### src/rtl/demux_1xn_stream_pkg.sv
// Shared types and helpers for the 1-to-N stream demultiplexer.
// Holds the lock FSM state type, the selector-width helper and the drop counter width.
package demux_pkg;

    localparam int DROP_CNT_W = 16;

    typedef enum logic {
        IDLE = 1'b0,
        LOCK = 1'b1
    } state_t;

    // Selector width that never collapses to zero bits.
    function automatic int clog2_min1(input int n);
        int r;
        r = 1;
        while ((1 << r) < n) r = r + 1;
        return r;
    endfunction

endpackage

### src/rtl/demux_1xn_stream_out_reg.sv
// Single-entry holding register: stores one beat (data, last, destination) with a valid flag.
// Latency: a load appears on hold_* the cycle after the load edge.
// Backpressure: the entry stays put until take; load wins over take in the same cycle.
module demux_out_reg
    import demux_pkg::*;
#(
    parameter int W  = 8,
    parameter int SW = 2
) (
    input  logic          clk,
    input  logic          rst,
    input  logic          load,
    input  logic [W-1:0]  load_data,
    input  logic          load_last,
    input  logic [SW-1:0] load_dst,
    input  logic          take,
    output logic          hold_vld,
    output logic [W-1:0]  hold_data,
    output logic          hold_last,
    output logic [SW-1:0] hold_dst
);

    always_ff @(posedge clk) begin
        if (rst) begin
            hold_vld  <= 1'b0;
            hold_data <= '0;
            hold_last <= 1'b0;
            hold_dst  <= '0;
        end else if (load) begin
            hold_vld  <= 1'b1;
            hold_data <= load_data;
            hold_last <= load_last;
            hold_dst  <= load_dst;
        end else if (take) begin
            hold_vld  <= 1'b0;
        end
    end

endmodule

### src/rtl/demux_1xn_stream.sv
// Registered 1-to-N stream demux with per-packet destination lock; optional drop counter via DEMUX_DROP_CNT_EN.
// Latency: one cycle from accept to out_valid; full throughput when the selected consumer is ready.
// Backpressure: in_ready follows only the ready of the channel holding the pending beat; out-of-range beats are accepted and dropped.
module demux_1xn_stream
    import demux_pkg::*;
#(
    parameter  int N  = 4,
    parameter  int W  = 8,
    localparam int SW = clog2_min1(N)
) (
    input  logic            clk,
    input  logic            rst,
    input  logic [W-1:0]    in_data,
    input  logic [SW-1:0]   in_sel,
    input  logic            in_last,
    input  logic            in_valid,
    output logic            in_ready,
    output logic [N*W-1:0]  out_data,
    output logic [N-1:0]    out_last,
    output logic [N-1:0]    out_valid,
    input  logic [N-1:0]    out_ready,
    output logic            sel_err,
    output logic            busy
`ifdef DEMUX_DROP_CNT_EN
    , output logic [DROP_CNT_W-1:0] drop_cnt
`endif
);

    state_t        state;
    state_t        state_nxt;
    logic [SW-1:0] lock_sel;
    logic [SW-1:0] dst;
    logic          dst_ok;
    logic          sel_rdy;
    logic          accept;
    logic          take;
    logic          load;

    logic          hold_vld;
    logic [W-1:0]  hold_data;
    logic          hold_last;
    logic [SW-1:0] hold_dst;

    // Ready of whichever channel owns the pending beat; other channels never stall us.
    always_comb begin
        sel_rdy = 1'b0;
        for (int k = 0; k < N; k++) begin
            if (hold_dst == SW'(k)) sel_rdy = out_ready[k];
        end
    end

    assign in_ready = !hold_vld || sel_rdy;
    assign accept   = in_valid && in_ready;
    assign take     = hold_vld && sel_rdy;
    assign dst      = (state == LOCK) ? lock_sel : in_sel;

    always_comb begin
        dst_ok = 1'b0;
        for (int k = 0; k < N; k++) begin
            if (dst == SW'(k)) dst_ok = 1'b1;
        end
    end

    assign load = accept && dst_ok;

    always_ff @(posedge clk) begin
        if (rst) state <= IDLE;
        else     state <= state_nxt;
    end

    always_comb begin
        state_nxt = state;
        if (accept) begin
            case (state)
                IDLE:    if (!in_last) state_nxt = LOCK;
                LOCK:    if (in_last)  state_nxt = IDLE;
                default: state_nxt = IDLE;
            endcase
        end
    end

    always_comb begin
        busy = (state == LOCK);
    end

    always_ff @(posedge clk) begin
        if (rst) begin
            lock_sel <= '0;
            sel_err  <= 1'b0;
        end else begin
            if (accept && (state == IDLE) && !in_last) lock_sel <= in_sel;
            sel_err <= accept && !dst_ok;
        end
    end

`ifdef DEMUX_DROP_CNT_EN
    always_ff @(posedge clk) begin
        if (rst) begin
            drop_cnt <= '0;
        end else if (accept && !dst_ok && (drop_cnt != {DROP_CNT_W{1'b1}})) begin
            drop_cnt <= drop_cnt + DROP_CNT_W'(1);
        end
    end
`endif

    demux_out_reg #(
        .W  (W),
        .SW (SW)
    ) u_out_reg (
        .clk       (clk),
        .rst       (rst),
        .load      (load),
        .load_data (in_data),
        .load_last (in_last),
        .load_dst  (dst),
        .take      (take),
        .hold_vld  (hold_vld),
        .hold_data (hold_data),
        .hold_last (hold_last),
        .hold_dst  (hold_dst)
    );

    // Non-selected slices read as zero so each consumer only ever sees its own beats.
    always_comb begin
        out_valid = '0;
        out_data  = '0;
        out_last  = '0;
        for (int k = 0; k < N; k++) begin
            if (hold_vld && (hold_dst == SW'(k))) begin
                out_valid[k]         = 1'b1;
                out_data[k*W +: W]   = hold_data;
                out_last[k]          = hold_last;
            end
        end
    end

endmodule

### config.mk
export PLATFORM = sky130hd
export DESIGN_NAME = demux_1xn_stream
export DESIGN_NICKNAME = d
export VERILOG_FILES = /design/src/rtl/demux_1xn_stream_pkg.sv /design/src/rtl/demux_1xn_stream_out_reg.sv /design/src/rtl/demux_1xn_stream.sv
export SDC_FILE = /design/constraint.sdc
export NUM_CORES = 1
export LEC_CHECK = 0
export CAP_MARGIN = 20
export CORE_UTILIZATION = 39
export CTS_BUF_LIST = sky130_fd_sc_hd__clkbuf_2
export CTS_CLUSTER_SIZE = 14
export DETAILED_ROUTE_END_ITERATION = 16
export PLACE_DENSITY = 0.83
export SETUP_SLACK_MARGIN = 0.15
export SLEW_MARGIN = 10
export SYNTH_ARGS = -nofsm -noshare
export SYNTH_HDL_FRONTEND = slang
export SYNTH_SLANG_ARGS = --single-unit
### constraint.sdc
create_clock -name clk -period 1.85 [get_ports clk]
set_input_delay 0.185 -clock clk [delete_from_list [all_inputs] [get_ports clk]]
set_output_delay 0.185 -clock clk [all_outputs]
set_load 0.01 [all_outputs]
==> results of run 1 <==
[what timing repair did]
action | CTS | global route
gates resized for setup | 67 | 33
gates cloned | 1 | 0
buffers inserted | 7 | 2
pin swaps | 1 | 2
endpoints found under the setup margin | 41 | 40
[cells in the final DEF, fill, tap and decap left out, types with 4 or more instances in the layout]
cell type / synthesis / routed
clkbuf_2: 0 / 12
clkdlybuf4s50_1: 0 / 19
buf_4: 1 / 11
dlygate4sd2_1: 0 / 11
and3_1: 10 / 9
dlymetal6s2s_1: 0 / 10
clkdlybuf4s15_1: 0 / 4
and2_1: 29 / 28
nand2b_1: 22 / 22
buf_2: 0 / 7
mux2i_1: 15 / 15
dfxtp_1: 16 / 13
[final timing paths]
check                                                      endpoint  depth (start not counted)                          startpoint  slack [ns]
worst min register to register             lock_sel[0]$_SDFFE_PP0P_                          2            lock_sel[0]$_SDFFE_PP0P_        0.49
worst max-delay path                                    out_last[0]                          6     u_out_reg.hold_vld$_SDFFE_PP0P_        0.15
worst max register to register  u_out_reg.hold_data[1]$_SDFFE_PP0P_                          5  u_out_reg.hold_dst[0]$_SDFFE_PP0P_        0.20
worst min-delay path            u_out_reg.hold_data[6]$_SDFFE_PP0P_                          3                          in_data[6]        0.45
[sequential cells by signal, summed over array words and instances, names as in the netlist]
register and cells:
u_out_reg.hold_dst 2, busy 1, u_out_reg.hold_vld 1, lock_sel 2, u_out_reg.hold_last 1, u_out_reg.hold_data 8, sel_err 1
[per-stage QoR]
stage / util / cells / area, sq um / worst slack [ns]
detailed placement: 0.6702 / 207 / 1675 / 0.06249
CTS: 0.6902 / 219 / 1725 / 0.009286
floorplan: - / 121 / 1041 / 0.2907
finish: 0.7032 / 221 / 1758 / 0.1472
global route: 0.7032 / 221 / 1758 / 0.02542
global placement: 0.6702 / 207 / 1675 / 0.1024
[routing by layer]
metal,up-vias,global-route usage,part of all wire
met2,34,0.3704,0.53
li1,534,-,-
met3,3,0.04802,0.044
met4,0,0.07456,0.0058
met1,468,0.2551,0.42
met5,-,0,0
[power groups by stage]
| stage | Clock [mW] | Combinational [mW] | Sequential [mW] |
|---|---|---|---|
| 2_1_floorplan | 0 | 0.109 | 0.392 |
| 3_3_place_gp | 0 | 0.190 | 0.400 |
| 3_5_place_dp | 0 | 0.196 | 0.402 |
| 4_1_cts | 0.159 | 0.209 | 0.397 |
| 5_1_grt | 0.182 | 0.233 | 0.402 |
| 6_report | 0.153 | 0.213 | 0.396 |
[layout make-up]
cell class                 instances  area (sq um)  share of cell area
clock buffer                       3         15.01            0.008541
timing repair buffer              75         668.1              0.3801
tap                               30         37.54             0.02135
inverter                           1         3.754            0.002135
clock inverter                     1         3.754            0.002135
sequential                        16         329.1              0.1872
multi-input combinational         95         700.7              0.3986
[kinds of logic after synthesis]
family | synth area share
compound gates | 0.03485
buf+inv | 0.05048
flops | 0.3077
mux | 0.1803
other cells | 0.003602
simple gates | 0.4231
[critical path, stage by stage, from the launching register on]
cell	delay [ns]
dfxtp_2	0.36
nor2b_4	0.13
and2b_2	0.21
buf_4	0.14
buf_4	0.12
and2_1	0.14
clkbuf_2	0.12
==> impl_results.md, run 1 <==
* Status: finished clean
* PwrDens at about 430 nW/um^2
* TritonCTS Buffers at 3
* Worst Setup Start Kind: flip-flop
* Max Fclk at 0.5873 GHz
* Reg power frac at 0.520
* Total negative slack at 0 ns
* Largest net degree at the start of global routing at 30
* Gr usage total at 0.2136
* Final Cycle Share at 0.9204
* YS warnings at 0
* Netlist Area Pre-Place at 1041 sq um
* Via count at 1039
* CTS tree: built
* Yosys cell types at 20
* Min Tclk post-route at 1.703 ns
* Async set-reset flop share out of synthesis at 0
* Yosys top cell by area: dfxtp_1
* CP max FO at 3
* Pleak at 1.032 nW
* # IOs at 61
* Layout cell share with drive strength beyond 1 at 0.2513
* Final Hold Fails at 0
* Max-cap viol count at 0
* CORE AREA at 2500 sq um
* Fin nets at 210
* Average size of a mapped cell at 8.603 sq um
* CTS sink count at 16
* Antenna Cells at 0
* Worst Setup End Kind: primary output
* P_int at 0.5435 mW
* Fillers at 202
* Gpl congestion at 0.7214
* Bufs on Longest Clock Path at 2
* Area growth, synth to finish at 68.87%
* Count leader, synth: and2_1
* Port buffer count at 60
* Area contributors post-synth: dfxtp_1, and2_1, mux2i_1
* CTS clk-pin slew, worst paths at 0.15 ns
* HP Class: input pin to flip-flop
* Global-route wire length before repair at 4.464 mm
* Final Power at around 0.76 mW
* Die Wd at 53.67 um
* Clock skew at 0.01849 ns
* WP data arrival at 1.52 ns
* Starting Density at 0.4164
* Main synth FF type: dfxtp_1
* Die ar. at approximately 2900 sq um
* Initial antenna violation count at 0
* Clock Power Share at 0.200
* Final ANT Viol Nets at 0
* H-tree depth at 1
* Net switching power at 0.2189 mW
* Unrepaired setup endpoints after global routing: yes
* Drt via density at 4.701
* Worst vdd ir at 0.0004570 V
* Cts-stage hold buffer count at 0
* Worst hold slack at 0.4466 ns
* Area share of the largest cell type after synthesis at 0.3077
* Rows at 18
* Number of global-route vias before repair at slightly below 1000
* Routed WL per cell at 13.33 um
* Net Sw Frac at 0.2871
* Die H at 53.67 um
* Slew Limit Fails at 0
* DRT iter0 DRCs at 14
* Register area share after synthesis at 0.3077
* Synth Instances at ~120
* Post-DP HPWL at 2.178 mm
* DRT Pass-1 Iters at 4
* CTS root buf: clkbuf_2
* Gate power share at 0.280
* Total gr overflow at 0
* Required time worst endpoint at between 1.5 and 2 ns
* Commonest cells post-synth: and2_1, nand2b_1, dfxtp_1, mux2i_1, and3_1
* Yosys reg bits at 16
* Detailed-route DRC error count at 0
* Crit Path Class: flip-flop to primary output
* Post-Syn Nets at 139
* Setup violators final at 0
* EDFF count, synth at 0
* Skew-Pair Late Insertion Delay at 0.29 ns
* Routed WL at approximately 2.9 mm
Note: power is estimated with default switching activity, not from simulation.
==> run 2: changes to the inputs <==
--- a/config.mk
+++ b/config.mk
@@ -12,7 +12,6 @@
 export DETAILED_ROUTE_END_ITERATION = 16
 export PLACE_DENSITY = 0.83
 export SETUP_SLACK_MARGIN = 0.15
-export SLEW_MARGIN = 10
 export SYNTH_ARGS = -nofsm -noshare
 export SYNTH_HDL_FRONTEND = slang
 export SYNTH_SLANG_ARGS = --single-unit
==> results of run 2 <==
Same layout as run 1: the final DEF is identical, and so are final timing and power.
==> run 3: changes to the inputs <==
--- a/config.mk
+++ b/config.mk
@@ -6,6 +6,7 @@
 export NUM_CORES = 1
 export LEC_CHECK = 0
 export CAP_MARGIN = 20
+export CORE_MARGIN = 1.5
 export CORE_UTILIZATION = 39
 export CTS_BUF_LIST = sky130_fd_sc_hd__clkbuf_2
 export CTS_CLUSTER_SIZE = 14
==> run 3 against run 2 <==
  * Non-clock buffer count decreased by 3
  * Power decreased by 0.75%
  * Flip-flop and latch count stayed put
  * Final area down 2.9%
  * Critical path depth is 1 lower
  * Worst setup slack got worse by 0.0031 ns
  * Critical path type unchanged
  * Largest cell class unchanged
  * Largest power group unchanged
  * Highest routed layer unchanged
==> impl_results.md, run 3 (synthesis results as in run 1) <==
* Status: finished clean
* Skew-Pair Late Insertion Delay at 0.29 ns (about the same)
* Setup violators final at 0 (unchanged)
* Net switching power at 0.2192 mW (+0.13%)
* Antenna Cells at 0 (unchanged)
* Number of global-route vias before repair at 938 (-4.0%)
* Net Sw Frac at 0.2896 (+0.002538)
* FF-to-FF End: u_out_reg.hold_data[1]$_SDFFE_PP0P_
* # IOs at 61 (unchanged)
* CTS root buf: clkbuf_2
* Biggest register: u_out_reg.hold_data
* Total gr overflow at 0 (unchanged)
* Post-route design area at 1707 sq um (-2.9%)
* Highest-count cells in the layout ignoring fill and taps: and2_1, nand2b_1, clkdlybuf4s50_1, clkbuf_2, dlygate4sd2_1
* Final Hold Fails at 0 (unchanged)
* Largest net degree at the start of global routing at 30 (unchanged)
* P_int at 0.5375 mW (-1.1%)
* Rows at 18 (unchanged)
* FF+latch area at 329.1 sq um (unchanged)
* Crit Path Class: flip-flop to primary output
* DRT Pass-1 Iters at 4 (unchanged)
* PwrDens at 443.4 nW/um^2 (+2.2%)
* Gr usage total at 0.2097 (-0.003956)
* Most common cell after layout, fill and taps aside: and2_1
* Layout cell share with drive strength beyond 1 at 0.2394 (-0.01195)
* Required time worst endpoint at 1.66 ns (about the same)
* Gate power share at 0.275 (-0.005)
* Final Cycle Share at 0.9221 (+0.001690)
* Detailed-route DRC error count at 0 (unchanged)
* CTS sink count at 16 (unchanged)
* Die H at 54.67 um (+1.9%)
* Port buffer count at 60 (unchanged)
* Initial antenna violation count at 0 (unchanged)
* TritonCTS Buffers at 3 (unchanged)
* Reg-to-reg startpoint: u_out_reg.hold_vld$_SDFFE_PP0P_
* Post-DP HPWL at 2.145 mm (-1.5%)
* Via count at 1040 (+0.096%)
* Worst setup endpoint: out_data[14]
* CTS tree: built
* Cts-stage hold buffer count at 0 (unchanged)
* Dpl cell area at 1675 sq um (unchanged)
* Starting Density at 0.4164 (unchanged)
* Die Wd at 54.67 um (+1.9%)
* Final ANT Viol Nets at 0 (unchanged)
* Routed WL at 2.938 mm (-0.27%)
* Biggest registers after layout: u_out_reg.hold_data x8, lock_sel x2, u_out_reg.hold_dst x2
* Global-route wire length before repair at 4.416 mm (-1.1%)
* Pleak at 0.9279 nW (-10%)
* Bufs on Longest Clock Path at 2 (unchanged)
* H-tree depth at 1 (unchanged)
* Routed WL per cell at 13.48 um (+1.1%)
* Max-cap viol count at 0 (unchanged)
* Fillers at 214 (+5.9%)
* Worst vdd ir at 0.0004299 V (-5.9%)
* CORE AREA at 2500 sq um (unchanged)
* Worst Setup End Kind: primary output
* Reg power frac at 0.526 (+0.006)
* WP data arrival at 1.52 ns (about the same)
* Max reg flops at 8 (unchanged)
* Fin nets at 208 (-0.95%)
* Worst Setup SP: u_out_reg.hold_dst[0]$_SDFFE_PP0P_
* Worst-case reg-to-reg path depth at 5 (unchanged)
* DRT iter0 DRCs at 13 (-1)
* Total negative slack at 0 ns (unchanged)
* Clock Power Share at 0.198 (-0.002)
* Slew Limit Fails at 0 (unchanged)
* CP max FO at 10 (+7)
* HP Class: input pin to flip-flop
* Area growth, synth to finish at 63.94%
* Clock skew at 0.01030 ns (-0.008192 ns)
* Worst Setup Start Kind: flip-flop
* Area of the multi-input gates at 711.9 sq um (+1.6%)
* Gpl congestion at 0.7140 (-1.0%)
* Die ar. at 2988 sq um (+3.8%)
* Drt via density at 4.771 (+1.5%)
* Max Fclk at 0.5862 GHz (-0.18%)
* Min Tclk post-route at 1.706 ns (+0.003127 ns)
* Reg2Reg Setup Slack at 0.26 ns (+0.06 ns)
* CTS clk-pin slew, worst paths at 0.15 ns (about the same)
* Unrepaired setup endpoints after global routing: yes
## run 3: changes by cell type in the layout (fill, tap and decap cells not counted), sizes merged
cell / previous run / this run
buf: 22 / 11
dlygate4sd2: 11 / 18
clkbuf: 12 / 18
dlymetal6s2s: 10 / 4
and3: 10 / 11
clkdlybuf4s50: 19 / 20
clkinv: 1 / 0
## run 3: repair_timing
| item | in CTS | in global routing |
|---|---|---|
| pin swaps | 1 | 0 |
| gates resized for setup | 58 | 30 |
| setup buffers | 4 | 2 |
| endpoints found under the setup margin | 41 | 25 |
| gates cloned | 2 | 0 |
## run 3: layout make-up
type,instances,area share
inverters,1,0.002199
flip-flops and latches,16,0.1928
clock buffers,3,0.008798
repair buffers,72,0.3570
well taps,30,0.02199
multi-input cells,96,0.4172
## run 3: worst min path at each step
stage	cells past startpoint	slack, ns	end	from
after floorplan	2	0.34	lock_sel[0]$_SDFFE_PP0P_	in_sel[0]
after global placement	2	0.46	lock_sel[0]$_SDFFE_PP0P_	lock_sel[0]$_SDFFE_PP0P_
after detailed placement	2	0.47	lock_sel[0]$_SDFFE_PP0P_	lock_sel[0]$_SDFFE_PP0P_
after CTS	3	0.44	u_out_reg.hold_data[4]$_SDFFE_PP0P_	in_data[4]
after global routing	3	0.46	u_out_reg.hold_data[5]$_SDFFE_PP0P_	in_data[5]
final	3	0.45	u_out_reg.hold_data[4]$_SDFFE_PP0P_	in_data[4]
## run 3: worst max-delay path, cell delays in order, from the launching register on
cell and delay (ns):
dfxtp_4 0.41, and2_4 0.16, nor2b_1 0.13, buf_4 0.16, and2_1 0.13, clkdlybuf4s15_1 0.23
## run 3: power by group through the flow
stage          combinational, mW  clock, mW  sequential (mW)
2_1_floorplan              0.109          0            0.392
3_3_place_gp               0.189          0            0.401
3_5_place_dp               0.194          0            0.403
4_1_cts                    0.202      0.153            0.398
5_1_grt                    0.227      0.162            0.403
6_report                   0.208      0.150            0.398
## run 3: stage by stage
step / hold slack, ns / power, mW / util / cells / setup WS (ns)
3_3_place_gp: 0.4603 / 0.5902 / 0.6702 / 207 / 0.1047
5_1_grt: 0.4616 / 0.7918 / 0.6827 / 218 / 0.08563
3_5_place_dp: 0.4732 / 0.5970 / 0.6702 / 207 / 0.04947
4_1_cts: 0.4445 / 0.7524 / 0.6927 / 216 / 0.04139
6_report: 0.4506 / 0.7567 / 0.6827 / 218 / 0.1441
2_1_floorplan: 0.3403 / 0.5010 / - / 121 / 0.2907
## run 3: metal layers
metal / track usage / vias to the layer above / routed length (um)
met1: 0.2458 / 474 / 1232
met3: 0.02732 / 6 / 126
met5: 0 / - / 0
li1: - / 531 / -
met4: 0.1083 / 0 / 38
met2: 0.3671 / 29 / 1540
